[config.mk]
export PLATFORM = sky130hd
export DESIGN_NAME = pipelined_prefix_adder
export DESIGN_NICKNAME = d
export VERILOG_FILES = /design/src/rtl/pipelined_prefix_adder.sv
export SDC_FILE = /design/constraint.sdc
export NUM_CORES = 1
export LEC_CHECK = 0
export ABC_AREA = 1
export CORE_MARGIN = 2
export CORE_UTILIZATION = 55
export DETAILED_ROUTE_END_ITERATION = 7
export PLACE_DENSITY_LB_ADDON = 0.15
export SLEW_MARGIN = 20
export SYNTH_ARGS = -nofsm -noshare
export SYNTH_HDL_FRONTEND = slang
export SYNTH_SLANG_ARGS = --single-unit
[constraint.sdc]
create_clock -name clk -period 2.1 [get_ports clk]
set_clock_uncertainty 0.05 [all_clocks]
set_input_delay 0.42 -clock clk [delete_from_list [all_inputs] [get_ports clk]]
set_output_delay 0.42 -clock clk [all_outputs]
set_load 0.05 [all_outputs]
[src/rtl/pipelined_prefix_adder.sv]
// pipelined_prefix_adder
//   Parametrised Kogge-Stone adder/subtractor with a configurable number of
//   prefix levels between pipeline registers and a valid/ready stream
//   interface. The whole pipeline stalls together, so latency is fixed at
//   2 + ceil(log2(WIDTH)/PIPE_EVERY) beats of forward progress.
//
// Parameters
//   WIDTH       operand width, power of two, 4..64
//   PIPE_EVERY  prefix levels per pipeline register, 1..log2(WIDTH)
// Ports
//   clk, rst_n            clock, asynchronous active-low reset
//   flush                 synchronous clear of every in-flight valid bit
//   in_valid / in_ready   operand beat handshake
//   in_a, in_b            operands
//   in_ci                 carry-in (add only)
//   in_sub                1: A-B, 0: A+B+ci
//   out_valid / out_ready result beat handshake
//   out_sum, out_co       result and carry-out (not-borrow when subtracting)
//   out_ovf               two's-complement signed overflow
module pipelined_prefix_adder #(
  parameter int WIDTH      = 16,
  parameter int PIPE_EVERY = 1
) (
  input  logic             clk,
  input  logic             rst_n,
  input  logic             flush,
  input  logic             in_valid,
  output logic             in_ready,
  input  logic [WIDTH-1:0] in_a,
  input  logic [WIDTH-1:0] in_b,
  input  logic             in_ci,
  input  logic             in_sub,
  output logic             out_valid,
  input  logic             out_ready,
  output logic [WIDTH-1:0] out_sum,
  output logic             out_co,
  output logic             out_ovf
);

  localparam int LOG2W = $clog2(WIDTH);

  // g/p are the running group generate/propagate; p0 is the original
  // bitwise propagate needed for the final sum.
  typedef struct packed {
    logic [WIDTH-1:0] g;
    logic [WIDTH-1:0] p;
    logic [WIDTH-1:0] p0;
    logic             c0;
    logic             a_msb;
    logic             b_msb;
    logic             vld;
  } stage_t;

  logic stall;

  assign stall    = out_valid && !out_ready;
  assign in_ready = !stall;

  for (genvar k = 0; k <= LOG2W; k++) begin : lvl
    stage_t src;

    if (k == 0) begin : g_prep
      stage_t           s0_q;
      logic [WIDTH-1:0] b_eff;
      logic             c0_eff;

      always_comb begin
        b_eff  = in_sub ? ~in_b : in_b;
        c0_eff = in_sub | in_ci;
      end

      always_ff @(posedge clk or negedge rst_n) begin
        if (!rst_n) begin
          s0_q <= '0;
        end else if (flush) begin
          s0_q.vld <= 1'b0;
        end else if (!stall) begin
          if (in_valid) begin
            s0_q.g     <= in_a & b_eff;
            s0_q.p     <= in_a ^ b_eff;
            s0_q.p0    <= in_a ^ b_eff;
            s0_q.c0    <= c0_eff;
            s0_q.a_msb <= in_a[WIDTH-1];
            s0_q.b_msb <= b_eff[WIDTH-1];
            s0_q.vld   <= 1'b1;
          end else begin
            s0_q.vld <= 1'b0;
          end
        end
      end

      assign src = s0_q;
    end else begin : g_level
      localparam int unsigned D = 1 << (k - 1);
      stage_t prv;
      stage_t cmb;

      assign prv = lvl[k-1].src;

      // Bits below D already span down to bit 0: a gray cell folds c0 in
      // and zeroes p, which makes any later fold of the same bit a no-op.
      always_comb begin
        cmb = prv;
        for (int unsigned i = 0; i < WIDTH; i++) begin
          if (i >= D) begin
            cmb.g[i] = prv.g[i] | (prv.p[i] & prv.g[i-D]);
            cmb.p[i] = prv.p[i] & prv.p[i-D];
          end else begin
            cmb.g[i] = prv.g[i] | (prv.p[i] & prv.c0);
            cmb.p[i] = 1'b0;
          end
        end
      end

      if ((k % PIPE_EVERY == 0) || (k == LOG2W)) begin : g_reg
        stage_t r_q;

        always_ff @(posedge clk or negedge rst_n) begin
          if (!rst_n) begin
            r_q <= '0;
          end else if (flush) begin
            r_q.vld <= 1'b0;
          end else if (!stall) begin
            if (cmb.vld) r_q <= cmb;
            else         r_q.vld <= 1'b0;
          end
        end

        assign src = r_q;
      end else begin : g_comb
        assign src = cmb;
      end
    end
  end

  stage_t           fin;
  logic [WIDTH-1:0] gp;
  logic [WIDTH-1:0] carry;
  logic [WIDTH-1:0] sum_d;

  assign fin = lvl[LOG2W].src;

  // Upper-half bits whose partner was folded in the same last level still
  // carry a non-zero group propagate; one final gray row completes them.
  always_comb begin
    gp    = fin.g | (fin.p & {WIDTH{fin.c0}});
    carry = {gp[WIDTH-2:0], fin.c0};
    sum_d = fin.p0 ^ carry;
  end

  always_ff @(posedge clk or negedge rst_n) begin
    if (!rst_n) begin
      out_valid <= 1'b0;
      out_sum   <= '0;
      out_co    <= 1'b0;
      out_ovf   <= 1'b0;
    end else if (flush) begin
      out_valid <= 1'b0;
    end else if (!stall) begin
      out_valid <= fin.vld;
      if (fin.vld) begin
        out_sum <= sum_d;
        out_co  <= gp[WIDTH-1];
        out_ovf <= (fin.a_msb == fin.b_msb) && (sum_d[WIDTH-1] != fin.a_msb);
      end
    end
  end

endmodule

==> results_dict.tcl, run 1 <==
set metrics [dict create \
    cts_sinks 237 \
    seqPwrFrac 0.493 \
    synth_cell_types 21 \
    root_buffer "clkbuf_16" \
    drive_above_1_share 0.0718 \
    synth_compound_area_frac 0.113 \
    worstPathArrival_ns 1.46 \
    crit_path_max_fanout 3 \
    crit_cells 1 \
    hold_viol 0 \
    cp_cell_sequence "dlygate4sd2_1" \
    cpPeakStageDelay_ns 0.55 \
    timing.final.crit_share 0.918 \
    pwr-share-clk 0.383 \
    synth_nets 1102 \
    wl_per_cell_um 14.2 \
    vias_per_cell 5.05 \
    synthTopCellsByArea "dfrtp_1, nand2_1, o21ai_0" \
    synth_xor_area_frac 0.0281 \
    synth_top_family_by_area "simple AND/OR/NAND/NOR gates" \
    end_kind "primary output" \
    rr_endpoint "lvl[3].g_level.g_reg.r_q[43]$_DFFE_PN0P_" \
    cap_violations 0 \
    fp-row-count 48 \
    cp_data_required_time_ns 1.63 \
    startpoint_type "flop" \
    worst_slack_ns 0.173 \
    cts_tree "built" \
    synth.top_cells.by_count "nand2_1, dfrtp_1, o21ai_0, inv_1, a21oi_1" \
    synth_mux_area_frac 0 \
    max_freq_mhz 519 \
    num-nets-final 1168 \
    p_int_w 0.00883 \
    ios 59 \
    p_sw_w 0.00317 \
    firstDrtPassIters 5 \
    setup_tns_ns 0 \
    worstSetupPathType "flop to primary output" \
    die_w_um 137 \
    track_usage 0.221 \
    synthAdderAreaFrac 0.0207 \
    p_leak_nw 5.82 \
    port-buffer-count 58 \
    finalCriticalPeriod_ns 1.93 \
    status "finished, final reports clean" \
    grt_pass1_wl_mm 32.9 \
    grt_overflow_total 0 \
    antenna_found_initial 0 \
    ir_worst_vdd_mv 0.550 \
    drc_errors 0 \
    insertion_delay_ns 0.51 \
    min_path_type "input pin to async pin" \
    synthArstFlopShare 1.00 \
    core_um2 17200 \
    synth_edf_count 0 \
    grt_pass1_vias 6517 \
    maxSlewHeadroom 0.667 \
    yosysWarningCount 0 \
    post-synth-top-count-cell "nand2_1" \
    rsz0062_at_grt "false" \
    cts_buffer_depth 3 \
    setup_violations 0 \
    synth_top_flop_cell "dfrtp_1" \
    synthCells 1047 \
    tightest_slew_ns 0.502 \
    cp_slowest_cell "dlygate4sd2_1" \
    start_util 0.561 \
    switching_share 0.264 \
    critPathTopFamily "buffers and inverters" \
    numCtsBuffers 25 \
    diodes 0 \
    rr_worst_depth 5 \
    power_frac_comb 0.123 \
    r2r-start "out_valid$_DFFE_PN0P_" \
    area_growth_pct 19.2 \
    power_density_nw_per_um2 1040 \
    r2r_slack_ns 0.65 \
    ys_ff_latch 237 \
    dieArea_um2 18700 \
    place_congestion 0.828 \
    wl_mm 19.2 \
    yosys.area_share.simple 0.176 \
    clkTransAtPathRegs_ns 0.06 \
    first_iter_violations 447 \
    yosys.area.top_type "dfrtp_1" \
    slew_viol_final 0 \
    grt_max_degree 77 \
    synth.top_cell.area_share 0.613 \
    synth_seq_area_share 0.613 \
    vias 6838 \
    hpwl_mm 13.5 \
    cp_num_buf_inv 1 \
    syn_avg_cell_area_um2 9.24 \
    pre_cts_slack_ns 0.119 \
    final_antenna_net_count 0 \
    h-tree-depth 1 \
    syn_area_um2 9670 \
    die-height_um 137 \
]
## routing by layer
layer	global-route usage	wire, um	up-vias
met5	0	0	-
met4	0.0648	472	0
met3	0.0259	634	30
met2	0.348	8920	123
met1	0.324	9180	3226
li1	-	-	3459
## final cells by class
cell class / count / area [um^2]
flip-flops and latches: 237 / 5930
fillers: 1413 / 5710
multi-input cells: 700 / 3270
repair buffers: 86 / 947
clock buffers: 32 / 682
well taps: 225 / 282
inverters: 63 / 236
clock inverters: 10 / 180
## metrics by stage
step           cell area [um^2]  power, W  std cells  utilization  hold WS [ns]
2_1_floorplan              9670   0.00680       1047            -        0.0744
3_3_place_gp              10700   0.00745       1310        0.620         0.286
3_5_place_dp              10700   0.00751       1310        0.620         0.284
4_1_cts                   11500    0.0121       1353        0.669         0.348
5_1_grt                   11500    0.0126       1353        0.669         0.371
6_report                  11500    0.0120       1353        0.669         0.350
## worst max path at each step
stage,slack [ns],from,endpoint
2_1_floorplan,0.40,out_valid$_DFFE_PN0P_,lvl[2].g_level.g_reg.r_q[36]$_DFFE_PN0P_
3_3_place_gp,0.13,in_sub,lvl[0].g_prep.s0_q[19]$_DFFE_PN0P_
3_5_place_dp,0.12,in_sub,lvl[0].g_prep.s0_q[19]$_DFFE_PN0P_
4_1_cts,0.15,out_valid$_DFFE_PN0P_,out_valid
5_1_grt,0.12,out_valid$_DFFE_PN0P_,out_valid
6_report,0.17,out_valid$_DFFE_PN0P_,out_valid
## timing repair
action,in CTS,in global routing
hold buffers,1,0
endpoints found under the hold margin,36,0
setup endpoints to repair,19,0
setup buffers,0,0
gates resized for setup,19,0
## power by group through the flow
stage	combinational, W	sequential, W	clock [W]
after global placement	0.00146	0.00598	0
after CTS	0.00151	0.00592	0.00467
after detailed placement	0.00151	0.00600	0
after global routing	0.00174	0.00602	0.00488
after floorplan	0.000896	0.00590	0
final	0.00148	0.00592	0.00460
## placed cells by master (no fill, tap or decap), drive strengths merged
| master | n |
|---|---|
| a21o | 4 |
| clkbuf | 32 |
| dfrtp | 237 |
| ha | 16 |
| o21ai | 168 |
| nand2 | 425 |
| clkinvlp | 2 |
| nor2 | 3 |
| inv | 63 |
| dlygate4sd2 | 19 |
| bufinv | 5 |
| dlygate4sd3 | 1 |
| xor2 | 31 |
| buf | 29 |
| a21oi | 44 |
| clkdlybuf4s50 | 37 |
| or2 | 1 |
| clkinv | 3 |
| nand3 | 8 |
## state kept, by name, indices dropped and copies added, names as in the netlist
name	cells
carry	1
out_sum	16
out_valid	1
lvl.g_level.g_reg.r_q	145
fin	36
out_co	1
out_ovf	1
lvl.g_prep.s0_q	36
## kinds of logic after synthesis
kind of cell             after synthesis
buffers and inverters                110
AO/OA/AOI/OAI                        216
XOR/XNOR                              31
flip-flops                           237
adder cells (fa/ha/maj)               16
AND/OR/NAND/NOR                      437
No activity file was read; power rests on OpenSTA's default activity.
==> inputs of run 2 (changes only) <==
--- a/config.mk
+++ b/config.mk
@@ -8,6 +8,7 @@
 export ABC_AREA = 1
 export CORE_MARGIN = 2
 export CORE_UTILIZATION = 55
+export CTS_CLUSTER_DIAMETER = 150
 export DETAILED_ROUTE_END_ITERATION = 7
 export PLACE_DENSITY_LB_ADDON = 0.15
 export SLEW_MARGIN = 20
==> results of run 2 <==
Final layout, timing and power as in run 1 (identical DEF).
==> inputs of run 3 (changes only) <==
--- a/config.mk
+++ b/config.mk
@@ -10,7 +10,7 @@
 export CORE_UTILIZATION = 55
 export CTS_CLUSTER_DIAMETER = 150
 export DETAILED_ROUTE_END_ITERATION = 7
-export PLACE_DENSITY_LB_ADDON = 0.15
+export PLACE_DENSITY = 0.77
 export SLEW_MARGIN = 20
 export SYNTH_ARGS = -nofsm -noshare
 export SYNTH_HDL_FRONTEND = slang
==> constraint.sdc (replaced) <==
create_clock -name clk -period 2.4 [get_ports clk]
set_clock_uncertainty 0.05 [all_clocks]
set_input_delay 0.48 -clock clk [delete_from_list [all_inputs] [get_ports clk]]
set_output_delay 0.48 -clock clk [all_outputs]
set_load 0.05 [all_outputs]
==> run 3 against run 2 <==
Net effect: total power decreased by 14%; register-to-register slack improved by 0.25 ns; count of clock-buffer cells in the layout increased by 1; setup slack got worse by 0.073 ns; sequential cell count unchanged; critical path type unchanged; critical endpoint unchanged.
==> results_dict.tcl, run 3 (synthesis results as in run 1) <==
set metrics [dict create \
    drc_errors 0 \
    largest_reg_flops 145 \
    startpoint_type "flop" \
    fin_util 0.661 \
    hold_viol 0 \
    first_iter_violations 551 \
    rr_worst_depth 6 \
    vias 6879 \
    die-height_um 137 \
    track_usage 0.225 \
    setup_tns_ns 0 \
    grt_overflow_total 0 \
    antenna_found_initial 0 \
    max_freq_mhz 435 \
    final_antenna_net_count 0 \
    rr_endpoint "fin[51]$_DFFE_PN0P_" \
    cts_sinks 237 \
    fp-row-count 48 \
    setup_violations 0 \
    area_growth_pct 17.7 \
    ir_worst_vdd_mv 0.575 \
    timing.final.crit_share 0.958 \
    rsz0062_at_grt "false" \
    h-tree-depth 1 \
    crit_cells 1 \
    timing.critical_path.from "out_valid$_DFFE_PN0P_" \
    r2r_slack_ns 0.90 \
    maxSlewHeadroom 0.666 \
    r2r-start "out_valid$_DFFE_PN0P_" \
    grt_pass1_wl_mm 33.4 \
    start_util 0.561 \
    postPlaceCellArea_um2 10600 \
    cp_cell_sequence "clkdlybuf4s50_1" \
    cts_buffer_depth 3 \
    cts_resized 0 \
    tightest_slew_ns 0.499 \
    diodes 0 \
    vias_per_cell 5.11 \
    grt_pass1_vias 6757 \
    numCtsBuffers 24 \
    core_um2 17200 \
    clkTransAtPathRegs_ns 0.06 \
    num-nets-final 1161 \
    firstDrtPassIters 5 \
    final_common_cell "nand2_1" \
    insertion_delay_ns 0.52 \
    min_path_type "flop to flop" \
    finalCriticalPeriod_ns 2.30 \
    port-buffer-count 58 \
    grt_max_degree 61 \
    cts_tree "built" \
    wl_per_cell_um 14.5 \
    final_cell_mix "nand2_1, dfrtp_1, o21ai_0" \
    ios 59 \
    crit_path_max_fanout 3 \
    worstSetupPathType "flop to primary output" \
    place_congestion 0.805 \
    cp_slowest_cell "clkdlybuf4s50_1" \
    die_w_um 137 \
    drive_above_1_share 0.0668 \
    wl_mm 19.6 \
    slew_viol_final 0 \
    status "finished, final reports clean" \
    cp_num_buf_inv 1 \
    p_leak_nw 5.67 \
    cap_violations 0 \
    design_area_um2 11400 \
    endpoint "out_valid" \
    dieArea_um2 18700 \
    critPathTopFamily "buffers and inverters" \
    root_buffer "clkbuf_16" \
    worstPathArrival_ns 1.77 \
    cp_data_required_time_ns 1.87 \
    cpPeakStageDelay_ns 0.83 \
    hpwl_mm 13.5 \
    end_kind "primary output" \
    regMostFlops "lvl.g_level.g_reg.r_q" \
    power_density_nw_per_um2 907 \
]
run 3: worst min-delay path by stage:
stage / from / endpoint / slack (ns) / cells after the start
after floorplan: rst_n / carry[0]$_DFFE_PN0P_ / 0.13 / 0
after global placement: rst_n / out_sum[12]$_DFFE_PN0P_ / 0.40 / 1
after detailed placement: rst_n / fin[36]$_DFFE_PN0P_ / 0.40 / 1
after CTS: out_sum[3]$_DFFE_PN0P_ / out_sum[3]$_DFFE_PN0P_ / 0.42 / 2
after global routing: out_sum[1]$_DFFE_PN0P_ / out_sum[1]$_DFFE_PN0P_ / 0.44 / 2
final: out_sum[4]$_DFFE_PN0P_ / out_sum[4]$_DFFE_PN0P_ / 0.42 / 2
run 3: cell type report:
class	count	area [um^2]
inverter	63	236
tap	225	282
fill	1371	5850
multi-input combinational	700	3270
clock inverter	9	135
clock buffer	33	684
timing repair buffer	80	851
sequential	237	5930
run 3: layer usage:
layer / wire (um) / GRT usage / part of all wire
met5: 0 / 0 / 0
met4: 386 / 0.0608 / 0.020
met3: 906 / 0.0322 / 0.046
met2: 9450 / 0.372 / 0.48
met1: 8830 / 0.316 / 0.45
run 3: what timing repair did:
action,CTS,global route
hold buffers,1,0
endpoints found under the hold margin,54,0
setup buffers,0,0
run 3: through the flow:
stage | power, W | std cells | hold slack (ns) | worst slack, ns
4_1_cts | 0.0104 | 1347 | 0.422 | 0.0835
3_3_place_gp | 0.00649 | 1304 | 0.401 | 0.415
5_1_grt | 0.0109 | 1347 | 0.441 | 0.0456
2_1_floorplan | 0.00595 | 1047 | 0.134 | 0.698
3_5_place_dp | 0.00657 | 1304 | 0.401 | 0.350
6_report | 0.0103 | 1347 | 0.416 | 0.0998
run 3: where the power goes:
group	total, W	leakage (nW)	switching [W]	internal, W
Clock	0.00381	0.406	0.00149	0.00232
Sequential	0.00520	3.14	0.000523	0.00468
Combinational	0.00131	2.13	0.000783	0.000529
